[config.mk]
export PLATFORM = sky130hd
export DESIGN_NAME = pc_fetch_flat
export DESIGN_NICKNAME = d
export VERILOG_FILES = /design/src/rtl/fetch_pkg.sv /design/src/rtl/pc_fetch_if.sv /design/src/rtl/fetch_fifo.sv /design/src/rtl/pc_fetch.sv /design/src/flat_wrapper.sv
export SDC_FILE = /design/constraint.sdc
export NUM_CORES = 1
export LEC_CHECK = 0
export CORE_ASPECT_RATIO = 0.8
export CORE_MARGIN = 2
export CORE_UTILIZATION = 59
export CTS_CLUSTER_DIAMETER = 60
export DETAILED_ROUTE_END_ITERATION = 8
export GPL_TIMING_DRIVEN = 0
export PLACE_DENSITY = 0.82
export SLEW_MARGIN = 40
export SYNTH_ARGS = -nofsm -noshare
export SYNTH_HDL_FRONTEND = slang
export SYNTH_SLANG_ARGS = --single-unit
export TNS_END_PERCENT = 30
[constraint.sdc]
create_clock -name clk -period 13.13 [get_ports clk]
set_input_delay 1.313 -clock clk [delete_from_list [all_inputs] [get_ports clk]]
set_output_delay 1.313 -clock clk [all_outputs]
set_load 0.01 [all_outputs]
[src/rtl/fetch_pkg.sv]
// Shared types and constants for the instruction-fetch front end.
// Used by the fetch top, its FIFOs and the imem bus interface.
package fetch_pkg;
    localparam int ADDR_W = 32;
    localparam int INST_W = 32;
    localparam logic [ADDR_W-1:0] PC_STEP  = 32'd4;
    localparam logic [INST_W-1:0] NOP_INST = 32'h0;

    typedef struct packed {
        logic [INST_W-1:0] inst;
        logic [ADDR_W-1:0] pc_addr;
    } fetch_pair_t;
endpackage

[src/rtl/pc_fetch_if.sv]
// Instruction-memory request/grant/response bus.
// master = fetch unit, slave = instruction memory.
interface pc_fetch_if;
    import fetch_pkg::*;

    logic              imem_req;
    logic [ADDR_W-1:0] imem_addr;
    logic              imem_gnt;
    logic              imem_rvalid;
    logic [INST_W-1:0] imem_rdata;

    modport master (
        output imem_req,
        output imem_addr,
        input  imem_gnt,
        input  imem_rvalid,
        input  imem_rdata
    );

    modport slave (
        input  imem_req,
        input  imem_addr,
        output imem_gnt,
        output imem_rvalid,
        output imem_rdata
    );
endinterface

[src/rtl/fetch_fifo.sv]
// Small first-word-fall-through FIFO with flush and occupancy count.
// Holds fetch tags and buffered {inst, pc} pairs.
module fetch_fifo #(
    parameter int WIDTH = 32,
    parameter int DEPTH = 2,
    localparam int AW = $clog2(DEPTH),
    localparam int CW = AW + 1
) (
    input  logic             clk,
    input  logic             rst,
    input  logic             i_push,
    input  logic             i_pop,
    input  logic             i_flush,
    input  logic [WIDTH-1:0] i_wdata,
    output logic [WIDTH-1:0] o_rdata,
    output logic             o_full,
    output logic             o_empty,
    output logic [CW-1:0]    o_count
);
    logic [WIDTH-1:0] r_mem [DEPTH];
    logic [AW-1:0]    r_wr;
    logic [AW-1:0]    r_rd;
    logic [CW-1:0]    r_count;
    logic             w_push;
    logic             w_pop;

    assign o_full  = (r_count == CW'(DEPTH));
    assign o_empty = (r_count == '0);
    assign o_count = r_count;
    assign o_rdata = r_mem[r_rd];
    assign w_push  = i_push && !o_full && !i_flush;
    assign w_pop   = i_pop && !o_empty && !i_flush;

    // Storage write; contents need no reset since count gates reads.
    always_ff @(posedge clk) begin
        if (w_push) begin
            r_mem[r_wr] <= i_wdata;
        end
    end

    // Pointer and occupancy bookkeeping; flush empties in one cycle.
    always_ff @(posedge clk or posedge rst) begin
        if (rst) begin
            r_wr    <= '0;
            r_rd    <= '0;
            r_count <= '0;
        end else if (i_flush) begin
            r_wr    <= '0;
            r_rd    <= '0;
            r_count <= '0;
        end else begin
            if (w_push) r_wr <= r_wr + AW'(1);
            if (w_pop)  r_rd <= r_rd + AW'(1);
            r_count <= r_count + CW'(w_push) - CW'(w_pop);
        end
    end
endmodule

[src/rtl/pc_fetch.sv]
// Fetch front end: PC, credit-limited imem requests, response
// tagging and the registered {inst, pc} pair feeding IF/ID.
module pc_fetch
    import fetch_pkg::*;
#(
    parameter logic [ADDR_W-1:0] RESET_PC = 32'h0000_0000,
    parameter int                DEPTH    = 2
) (
    input  logic              clk,
    input  logic              rst,
    input  logic              jump_en,
    input  logic [ADDR_W-1:0] jump_addr,
    input  logic              stall_in,
    pc_fetch_if.master        imem,
    output logic [INST_W-1:0] if_inst,
    output logic [ADDR_W-1:0] if_pc_addr,
    output logic              if_valid
);
    localparam int CW = $clog2(DEPTH) + 1;
    // Extra bit: a jump can land while older responses are still
    // being discarded, so the two populations add up.
    localparam int DW = CW + 1;
    localparam logic [CW:0] LIMIT = (CW+1)'(DEPTH);

    logic [ADDR_W-1:0] r_pc;
    logic [DW-1:0]     r_discard;
    fetch_pair_t       r_out;
    logic              r_valid;

    logic [CW-1:0]     w_out_cnt;
    logic [CW-1:0]     w_buf_cnt;
    logic [CW:0]       w_used;
    logic              w_tag_full;
    logic              w_tag_empty;
    logic              w_buf_full;
    logic              w_buf_empty;
    logic [ADDR_W-1:0] w_tag;
    fetch_pair_t       w_resp;
    fetch_pair_t       w_buf_head;
    logic              w_req;
    logic              w_grant;
    logic              w_drop;
    logic              w_accept;
    logic              w_bypass;
    logic              w_buf_push;
    logic              w_buf_pop;

    assign w_used     = {1'b0, w_out_cnt} + {1'b0, w_buf_cnt};
    assign w_req      = !rst && !jump_en && (w_used < LIMIT)
                        && !w_tag_full && !w_buf_full;
    assign w_grant    = w_req && imem.imem_gnt;
    assign w_drop     = (r_discard != '0);
    assign w_accept   = imem.imem_rvalid && !jump_en && !w_drop
                        && !w_tag_empty;
    assign w_bypass   = w_accept && !stall_in && w_buf_empty;
    assign w_buf_push = w_accept && !w_bypass;
    assign w_buf_pop  = !jump_en && !stall_in && !w_buf_empty;
    assign w_resp     = '{inst: imem.imem_rdata, pc_addr: w_tag};

    assign imem.imem_req  = w_req;
    assign imem.imem_addr = r_pc;
    assign if_inst        = r_out.inst;
    assign if_pc_addr     = r_out.pc_addr;
    assign if_valid       = r_valid;

    fetch_fifo #(.WIDTH(ADDR_W), .DEPTH(DEPTH)) u_tag (
        .clk     (clk),
        .rst     (rst),
        .i_push  (w_grant),
        .i_pop   (w_accept),
        .i_flush (jump_en),
        .i_wdata (r_pc),
        .o_rdata (w_tag),
        .o_full  (w_tag_full),
        .o_empty (w_tag_empty),
        .o_count (w_out_cnt)
    );

    fetch_fifo #(.WIDTH($bits(fetch_pair_t)), .DEPTH(DEPTH)) u_buf (
        .clk     (clk),
        .rst     (rst),
        .i_push  (w_buf_push),
        .i_pop   (w_buf_pop),
        .i_flush (jump_en),
        .i_wdata (w_resp),
        .o_rdata (w_buf_head),
        .o_full  (w_buf_full),
        .o_empty (w_buf_empty),
        .o_count (w_buf_cnt)
    );

    // PC advances per grant and is redirected by a jump.
    always_ff @(posedge clk or posedge rst) begin
        if (rst) begin
            r_pc <= RESET_PC;
        end else if (jump_en) begin
            r_pc <= jump_addr;
        end else if (w_grant) begin
            r_pc <= r_pc + PC_STEP;
        end
    end

    // Count stale responses still owed by memory after a jump.
    always_ff @(posedge clk or posedge rst) begin
        if (rst) begin
            r_discard <= '0;
        end else if (jump_en) begin
            r_discard <= r_discard + DW'(w_out_cnt)
                         - DW'(imem.imem_rvalid);
        end else if (imem.imem_rvalid && w_drop) begin
            r_discard <= r_discard - DW'(1);
        end
    end

    // IF/ID-facing pair: buffer head first, then bypass, else NOP.
    always_ff @(posedge clk or posedge rst) begin
        if (rst) begin
            r_out   <= '{inst: NOP_INST, pc_addr: '0};
            r_valid <= 1'b0;
        end else if (jump_en) begin
            r_out   <= '{inst: NOP_INST, pc_addr: '0};
            r_valid <= 1'b0;
        end else if (!stall_in) begin
            if (!w_buf_empty) begin
                r_out   <= w_buf_head;
                r_valid <= 1'b1;
            end else if (w_bypass) begin
                r_out   <= w_resp;
                r_valid <= 1'b1;
            end else begin
                r_out   <= '{inst: NOP_INST, pc_addr: '0};
                r_valid <= 1'b0;
            end
        end
    end
endmodule

[src/flat_wrapper.sv]
// flat-port wrapper written by rule: the top's interface ports become plain ports
module pc_fetch_flat import fetch_pkg::*;
#(
    parameter logic [ADDR_W-1:0] RESET_PC = 32'h0000_0000,
    parameter int                DEPTH    = 2
)
  (clk, rst, jump_en, jump_addr, stall_in, if_inst, if_pc_addr, if_valid, imem_imem_req, imem_imem_addr, imem_imem_gnt, imem_imem_rvalid, imem_imem_rdata);
  pc_fetch_if imem_i ();
  input  logic clk;
  input  logic rst;
  input  logic jump_en;
  input  logic [ADDR_W-1:0] jump_addr;
  input  logic stall_in;
  output logic [INST_W-1:0] if_inst;
  output logic [ADDR_W-1:0] if_pc_addr;
  output logic if_valid;
  output wire logic [$bits(imem_i.imem_req)-1:0] imem_imem_req;
  output wire logic [$bits(imem_i.imem_addr)-1:0] imem_imem_addr;
  input wire logic [$bits(imem_i.imem_gnt)-1:0] imem_imem_gnt;
  input wire logic [$bits(imem_i.imem_rvalid)-1:0] imem_imem_rvalid;
  input wire logic [$bits(imem_i.imem_rdata)-1:0] imem_imem_rdata;
  assign imem_imem_req = imem_i.imem_req;
  assign imem_imem_addr = imem_i.imem_addr;
  assign imem_i.imem_gnt = imem_imem_gnt;
  assign imem_i.imem_rvalid = imem_imem_rvalid;
  assign imem_i.imem_rdata = imem_imem_rdata;
  pc_fetch #(.RESET_PC(RESET_PC), .DEPTH(DEPTH)) u_core (.clk(clk), .rst(rst), .jump_en(jump_en), .jump_addr(jump_addr), .stall_in(stall_in), .imem(imem_i), .if_inst(if_inst), .if_pc_addr(if_pc_addr), .if_valid(if_valid));
endmodule
==> reports/metrics.yaml, run 1 <==
grt_max_degree: 77
start_util_pct: 60.5
dp_hpwl_mm: 18.1
fmax_mhz: 238
cp_data_required_time_ps: 11820
die_x_um: 164
cts_setup_buffers: 0
worstHoldPathType: "reg2reg"
clock-sinks: 300
rows: 46
powerDensity_nw_per_um2: 132
worstPathMaxFanout: 2
min_path_cells: 1
ctsHoldBuffers: 0
syn_inst: 802
worst-setup-path-type: "in2out"
grt_pass1_wl_mm: 42.9
synthFlopType: "edfxtp_1"
worst_slew_pin_slew_ps: 773
setup_viol: 0
yosysSeqAreaShare_pct: 70.3
avgSynthCellArea_um2: 15.0
r2r_cells: 9
clk_pin_slew_ps: 60
post_drt_via_cell_ratio: 5.93
die_h_um: 132
ys_types: 42
design_area_um2: 15200
detail_route.wirelength_mm: 27.1
drive_above_1_share_pct: 11.0
fin_cells: 1294
clk_latency_ps: 530
end_kind: "output port"
grt_usage_pct: 25.5
die_area_um2: 21600
drv_cap: 0
ctsLongestPathBuffers: 3
cp-start-kind: "input pin"
final_max_slew_viol_count: 0
post-place-ws_ps: 8730
tns_ps: 0
synth_edf_count: 192
placed_cells_incl_taps: 1241
rsz0062_at_grt: "no"
maxSlewHeadroom_pct: 48.4
hold_violations: 0
ys_ff_latch: 300
leakagePower_nw: 5.56
syn_to_final_growth_pct: 26.1
antenna_found_initial: 0
final_nets: 1090
worstHoldStart: "u_core.r_discard[2]"
grt_overflow: 0
placed_area_um2: 14300
cts_root_buf: "clkbuf_16"
hold-path-endpoint: "u_core.r_discard[2]"
core_area_um2: 19900
fin_ws_ps: 8940
io_buffers: 166
drc: 0
grt_pass1_vias: 7728
numCtsBuffers: 29
post-route-period-util_pct: 31.9
ir_drop_v: 0.0000922
drt_iter0_markers: 735
antenna_left: 0
synth_async_sr_flop_share_pct: 36.0
num_vias: 7672
firstDrtPassIters: 6
outcome: "complete, no violations"
r2r-end: "u_core.u_buf.r_mem[1][60]"
cts_tree: "yes"
synth_fp_nets: 884
place.gp.congestion: 0.847
wl_per_cell_um: 20.9
timing.final.crit_period_ps: 4190
ys_warn_count: 0
syn_area_um2: 12000
cts_resized: 0
htree_num_levels: 1
reg2reg_slack_ps: 9930
antenna_cells: 0
crit-reg2reg-launch: "u_core.r_discard[0]"
io_pins: 168
cp_data_arrival_time_ps: 2880
skew_ps: 14.7
==> through the flow <==
step	total power [mW]	hold slack, ps	utilization (%)
6_report	2.01	491	76.2
5_1_grt	2.08	515	76.2
4_1_cts	2.02	481	76.2
3_5_place_dp	1.23	463	71.7
3_3_place_gp	1.23	456	70.5
2_1_floorplan	1.15	431	-
==> how the worst max path moves through the flow <==
stage                     start  slack [ps]                        end  cells past startpoint
2_1_floorplan           jump_en        7770   u_core.u_buf.r_mem[0][0]                      4
5_1_grt                     rst        8880              imem_imem_req                      4
3_3_place_gp   imem_imem_rvalid        5460  u_core.u_buf.r_mem[0][61]                      4
4_1_cts                     rst        8940              imem_imem_req                      4
6_report                    rst        8940              imem_imem_req                      4
3_5_place_dp   imem_imem_rvalid        8730  u_core.u_buf.r_mem[1][61]                      7
==> cell type report <==
| type | instances | area (um^2) |
|---|---|---|
| sequential | 300 | 8470 |
| fill | 1273 | 4730 |
| tap | 264 | 330 |
| clock inverter | 14 | 114 |
| buffer | 46 | 214 |
| multi-input combinational | 441 | 3330 |
| clock buffer | 39 | 793 |
| timing repair buffer | 175 | 1870 |
| inverter | 15 | 63.8 |
==> state kept, by name (all words and copies together), names as in the netlist <==
signal and cells:
u_core.r_discard 3, u_core.imem.imem_addr 32, u_core.u_buf.o_count 2, u_core.if_pc_addr 32, u_core.u_buf.r_wr 1, u_core.if_inst 32, u_core.u_tag.r_mem 64, u_core.if_valid 1
u_core.u_tag.o_count 2, u_core.u_buf.r_rd 1, u_core.u_buf.r_mem 128, u_core.u_tag.r_wr 1, u_core.u_tag.r_rd 1
==> Yosys cell counts (3+ instances only) <==
| master | number | area, um^2 |
|---|---|---|
| edfxtp_1 | 192 | 5770 |
| dfrtp_1 | 108 | 2700 |
| nor2_1 | 83 | 312 |
| mux2i_1 | 66 | 661 |
| a221o_1 | 65 | 651 |
| nand2_1 | 38 | 143 |
| mux2_2 | 37 | 417 |
| o21ai_0 | 28 | 140 |
| clkbuf_1 | 27 | 101 |
| nand4_1 | 18 | 113 |
| xor2_1 | 17 | 149 |
| inv_1 | 14 | 52.6 |
| buf_2 | 12 | 60.1 |
| nand3_1 | 11 | 55.1 |
| xnor2_1 | 11 | 96.3 |
| ha_1 | 10 | 125 |
| and3_1 | 7 | 43.8 |
| a21oi_1 | 6 | 30.0 |
| nor2b_1 | 6 | 37.5 |
| nor3_1 | 4 | 20.0 |
| o21ai_1 | 4 | 20.0 |
| and2_1 | 3 | 18.8 |
| and4_1 | 3 | 26.3 |
| buf_1 | 3 | 11.3 |
| buf_6 | 3 | 33.8 |
| nand2b_1 | 3 | 18.8 |
| o311ai_0 | 3 | 26.3 |
| or3_1 | 3 | 18.8 |
==> placed cells by master, fill, tap and decap left out, types with 7 or more instances in the layout <==
cell type,instances
edfxtp_1,192
clkdlybuf4s50_1,166
dfrtp_1,108
nor2_1,80
mux2i_1,66
a221o_1,65
nand2_1,38
mux2_2,37
clkbuf_1,34
clkbuf_16,29
o21ai_0,27
nand4_1,18
xor2_1,17
inv_1,13
buf_2,12
xnor2_1,11
nand3_1,11
ha_1,10
and3_1,7
clkinv_1,7
==> metal layers <==
layer	track usage, %	part of all wire [%]	vias to the layer above
li1	-	-	3448
met1	37.7	43	3834
met2	39.9	47	348
met3	5.35	7.7	42
met4	5.36	1.6	0
met5	0	0	-
==> power by group <==
group	total [mW]	switching [mW]	internal (mW)
logic	0.156	0.0799	0.0761
clock network	0.792	0.332	0.460
registers	1.06	0.0266	1.03
==> kinds of logic after synthesis <==
logic type	synth area share [%]
buffers and inverters	2.24
AND/OR/NAND/NOR	7.55
XOR/XNOR	2.04
flip-flops	70.3
multiplexers	8.95
AO/OA/AOI/OAI	7.51
adder cells (fa/ha/maj)	1.37
==> worst max-delay path, stage by stage <==
cell and delay, ps:
clkdlybuf4s50_1 540, nor4_4 300, and3_1 190, clkdlybuf4s50_1 540
(Power assumes the default switching activity.)
==> inputs of run 2 (changes only) <==
CORE_UTILIZATION = 55   (was 59)
PLACE_DENSITY = 0.77   (was 0.82)
clock period = 4.1 ns   (was 13.13 ns; I/O delays follow)
==> run 2 against run 1 <==
Global-route usage decreased by 2.0 points. Clock power increased to 3.3 times the previous value. Largest power group unchanged. Non-clock buffer count increased by 1. Total power increased to 3.3 times the previous value. Highest routed layer unchanged. Routed wire length decreased by 0.41%. Hold slack got worse by 150 ps. Final cell count increased by 1.0%.
==> reports/metrics.yaml, run 2 (synthesized netlist as in run 1, its figures left out) <==
outcome: "complete, no violations"
num_vias: 7631
grt_pass1_vias: 7654
drt_iter0_markers: 680
reg2reg_slack_ps: 880
core_area_um2: 21500
rsz0062_at_grt: "no"
grt_use_met3_pct: 4.69
drv_cap: 0
timing.final.crit_period_ps: 3220
antenna_found_initial: 0
io_buffers: 166
fill_cells: 1419
ctsLongestPathBuffers: 3
rows: 48
ir_drop_v: 0.000304
cts_resized: 0
post-route-period-util_pct: 78.5
die_area_um2: 23100
antenna_left: 0
drive_above_1_share_pct: 11.9
clock-sinks: 300
start_util_pct: 56.0
cts_root_buf: "clkbuf_16"
io_pins: 168
cts_setup_buffers: 0
grt.busiest_layer: "met2"
top_register: "u_core.u_buf.r_mem"
place.gp.congestion: 0.826
fmax_mhz: 311
cp_data_required_time_ps: 4350
post_drt_via_cell_ratio: 5.84
end_kind: "flip-flop"
worstHoldPathType: "in2reg"
leakagePower_nw: 5.61
grt_max_degree: 57
detail_route.wirelength_mm: 26.9
power_mw: 6.54
worst_slew_pin_slew_ps: 833
grt_overflow: 0
final_nets: 1091
final_max_slew_viol_count: 0
top_regs: "u_core.u_buf.r_mem (128), u_core.u_tag.r_mem (64)"
mostFrequentLayoutCell: "edfxtp_1"
setup_viol: 0
numCtsBuffers: 29
powerDensity_nw_per_um2: 428
hold_violations: 0
antenna_cells: 0
drc: 0
wl_per_cell_um: 20.6
cp-start-kind: "flip-flop"
dp_hpwl_mm: 18.2
die_x_um: 169
cts_tree: "yes"
grt_usage_pct: 23.5
ctsHoldBuffers: 0
use_met1_pct: 34.2
post-route-util_pct: 71.0
worstPathMaxFanout: 17
layout_common_cells: "edfxtp_1, clkdlybuf4s50_1, dfrtp_1, nor2_1, mux2i_1"
htree_num_levels: 1
clk_latency_ps: 550
die_h_um: 136
worst-setup-path-type: "reg2reg"
skew_ps: 12.7
largest_reg_flops: 128
syn_to_final_growth_pct: 26.8
firstDrtPassIters: 5
use_met2_pct: 36.8
grt_pass1_wl_mm: 41.9
maxSlewHeadroom_pct: 44.5
cp_data_arrival_time_ps: 3470
clk_pin_slew_ps: 60
-- run 2: cell count changes in the layout (fill, tap and decap cells not counted), sizes merged --
cell / previous run / this run
clkbuf: 66 / 64
buf: 28 / 29
bufinv: 2 / 3
clkinv: 11 / 12
inv: 15 / 16
-- run 2: worst paths after layout --
kind	startpoint	endpoint	depth (start not counted)
max	u_core.r_discard[0]	u_core.u_buf.r_mem[0][39]	8
min	jump_en	u_core.imem.imem_addr[28]	4
max reg2reg	u_core.r_discard[0]	u_core.u_buf.r_mem[0][39]	8
min reg2reg	u_core.r_discard[2]	u_core.r_discard[2]	1
max in group asynchronous	rst	u_core.if_inst[5]	3
min in group asynchronous	rst	u_core.if_valid	2
-- run 2: worst max-delay path: stages, from the launching register on --
cell and delay [ps]:
dfrtp_1 360, inv_1 150, ha_1 200, nand2b_1 100, nor4b_2 630, o21ai_1 430, nor2_4 600, buf_8 270
buf_16 180
-- run 2: cell type report --
| cell class | instances | area, um^2 | area share (%) |
|---|---|---|---|
| timing repair buffer | 176 | 1900 | 12.4 |
| sequential | 300 | 8470 | 55.5 |
| tap | 275 | 344 | 2.25 |
| clock inverter | 17 | 169 | 1.11 |
| multi-input combinational | 441 | 3330 | 21.8 |
| buffer | 46 | 214 | 1.40 |
| clock buffer | 37 | 786 | 5.15 |
| inverter | 15 | 63.8 | 0.418 |
-- run 2: report_power, final --
part	internal, mW	switching, mW
registers	3.31	0.0853
clock network	1.54	1.10
logic	0.245	0.256
-- run 2: routing by layer --
layer  share of wire (%)  up-vias
met3                 6.7       45
met1                  46     3820
met5                   0        -
li1                    -     3458
met4                 2.0        0
met2                  45      308
-- run 2: metrics by stage --
step / setup slack, ps / cells / cell area (um^2) / hold slack (ps) / TNS (ps)
after floorplan: -479 / 802 / 12000 / 431 / -61300
after global placement: -2760 / 1243 / 14000 / 452 / -497850
after detailed placement: 586 / 1253 / 14300 / 452 / 0
after CTS: 696 / 1307 / 15300 / 325 / 0
after global routing: 702 / 1307 / 15300 / 364 / 0
final: 881 / 1307 / 15300 / 340 / 0
==> inputs of run 3 (changes only) <==
CORE_UTILIZATION = 49   (was 55)
PLACE_DENSITY = 0.73   (was 0.77)
clock period = 2.8 ns   (was 4.1 ns; I/O delays follow)
==> run 3 against run 2 <==
First-iteration DRC count shrank 13%. Hold slack got worse by 210 ps. Maximum frequency increased by 18%. Total power up 45%. Critical path depth rose by 4. Critical endpoint is now u_core.u_tag.o_count[1]. Die area grew 12%. The flow now finishes with violations (DRC).
==> reports/metrics.yaml, run 3 (synthesized netlist as in run 1, its figures left out) <==
die_area_um2: 25800
die_h_um: 144
antenna_found_initial: 0
ctsLongestPathBuffers: 3
final_nets: 1106
path_cells: "and2_1 -> fa_1 -> nor4_4 -> and4_1 -> buf_6 -> inv_2 -> buf_6 -> ha_1 -> inv_1 -> ha_1 -> xnor2_1 -> nor2_1"
grt_max_degree: 33
start_util_pct: 49.7
rows: 51
drc: 2
critical_path.slowest_cell: "fa_1"
cts_tree: "yes"
maxSlewHeadroom_pct: 47.6
timing.final.crit_period_ps: 2730
grt_use_met3_pct: 3.39
layout_common_cells: "edfxtp_1, clkdlybuf4s50_1, dfrtp_1, nor2_1, mux2i_1"
grt_overflow: 0
rsz0062_at_grt: "yes"
worst-setup-path-type: "reg2reg"
wl_per_cell_um: 20.0
grt_pass1_vias: 7492
placed_cells_incl_taps: 1301
post-route-period-util_pct: 97.6
worstHoldPathType: "in2async"
cp-start-kind: "flip-flop"
grt_pass1_wl_mm: 41.7
core_area_um2: 24200
drt_iter0_markers: 594
cp_data_required_time_ps: 3210
powerDensity_nw_per_um2: 613
ctsHoldBuffers: 0
io_pins: 168
clk_pin_slew_ps: 60
place.gp.congestion: 0.843
use_met2_pct: 33.3
htree_num_levels: 1
skew_ps: 7.12
fmax_mhz: 366
leakagePower_nw: 5.68
tns_ps: 0
drv_cap: 0
crit-reg2reg-launch: "u_core.u_buf.o_count[0]"
fin_cells: 1365
detail_route.wirelength_mm: 27.4
syn_to_final_growth_pct: 28.5
drive_above_1_share_pct: 12.8
worstPathMaxFanout: 10
num_vias: 7543
grt_usage_pct: 21.1
final_max_slew_viol_count: 0
dp_hpwl_mm: 18.7
cp_data_arrival_time_ps: 3140
cts_root_buf: "clkbuf_16"
end_kind: "flip-flop"
antenna_cells: 0
post_drt_via_cell_ratio: 5.53
power_mw: 9.48
ir_drop_v: 0.000421
hold_violations: 0
max_stage_delay_ps: 480
worstSetupStartpoint: "u_core.u_buf.o_count[0]"
clock-sinks: 300
use_met1_pct: 31.4
io_buffers: 166
worst_slew_pin_slew_ps: 780
numCtsBuffers: 29
antenna_left: 0
top_register: "u_core.u_buf.r_mem"
top_regs: "u_core.u_buf.r_mem (128), u_core.u_tag.r_mem (64)"
firstDrtPassIters: 9
largest_reg_flops: 128
grt.busiest_layer: "met2"
violations: "DRC"
clk_latency_ps: 540
die_x_um: 179
outcome: "finished with violations"
setup_viol: 0
mostFrequentLayoutCell: "edfxtp_1"
==> run 3: path summary, 6_finish.rpt <==
kind	end	slack (ps)	cells past startpoint
min in group clk	u_core.imem.imem_addr[28]	180	4
max in group asynchronous	u_core.if_inst[10]	1840	5
max	u_core.u_tag.o_count[1]	70	12
min	u_core.imem.imem_addr[3]	130	2
min reg2reg	u_core.r_discard[2]	470	1
max reg2reg	u_core.u_tag.o_count[1]	70	12
==> run 3: per-stage QoR <==
| step | cell area, um^2 | setup slack [ps] | hold slack, ps | util, % |
|---|---|---|---|---|
| floorplan | 12100 | -217 | 379 | - |
| global placement | 14100 | -1240 | 453 | 58.2 |
| detailed placement | 14500 | -483 | 448 | 59.7 |
| CTS | 15400 | -12.5 | 124 | 63.6 |
| global route | 15500 | -57.1 | 134 | 63.8 |
| finish | 15500 | 66.0 | 131 | 63.8 |
==> run 3: what timing repair did <==
item                                    in CTS  in global routing
pin swaps                                    2                  3
buffers inserted                             2                  8
gates resized for setup                      7                  1
endpoints found under the setup margin     176                 87
endpoints found under the hold margin        0                  0
gates cloned                                 0                  0
==> run 3: worst max-delay path, delay by kind of cell (launching register included) <==
family                     cells  cell delay [ps]
adders and majority gates      3              930
and+or+nand+nor                4              690
DFF                            1              450
buffers and inverters          4              380
xor gates and xnor gates       1              150
==> run 3: metal layers <==
metal	part of all wire [%]	wire, um
met5	0	0
met4	1.6	444
met3	5.9	1620
met2	46	12500
met1	47	12800
==> run 3: power by group <==
| part | switching, mW | internal, mW | total, mW |
|---|---|---|---|
| clock network | 1.61 | 2.14 | 3.75 |
| registers | 0.125 | 4.85 | 4.97 |
| logic | 0.382 | 0.381 | 0.763 |
==> run 3: area by class of cell <==
class | instances | area (um^2)
tap | 318 | 398
sequential | 300 | 8470
clock buffer | 39 | 783
inverter | 15 | 60.1
multi-input combinational | 441 | 3340
timing repair buffer | 191 | 2080
buffer | 46 | 223
clock inverter | 15 | 125
fill | 1819 | 8780
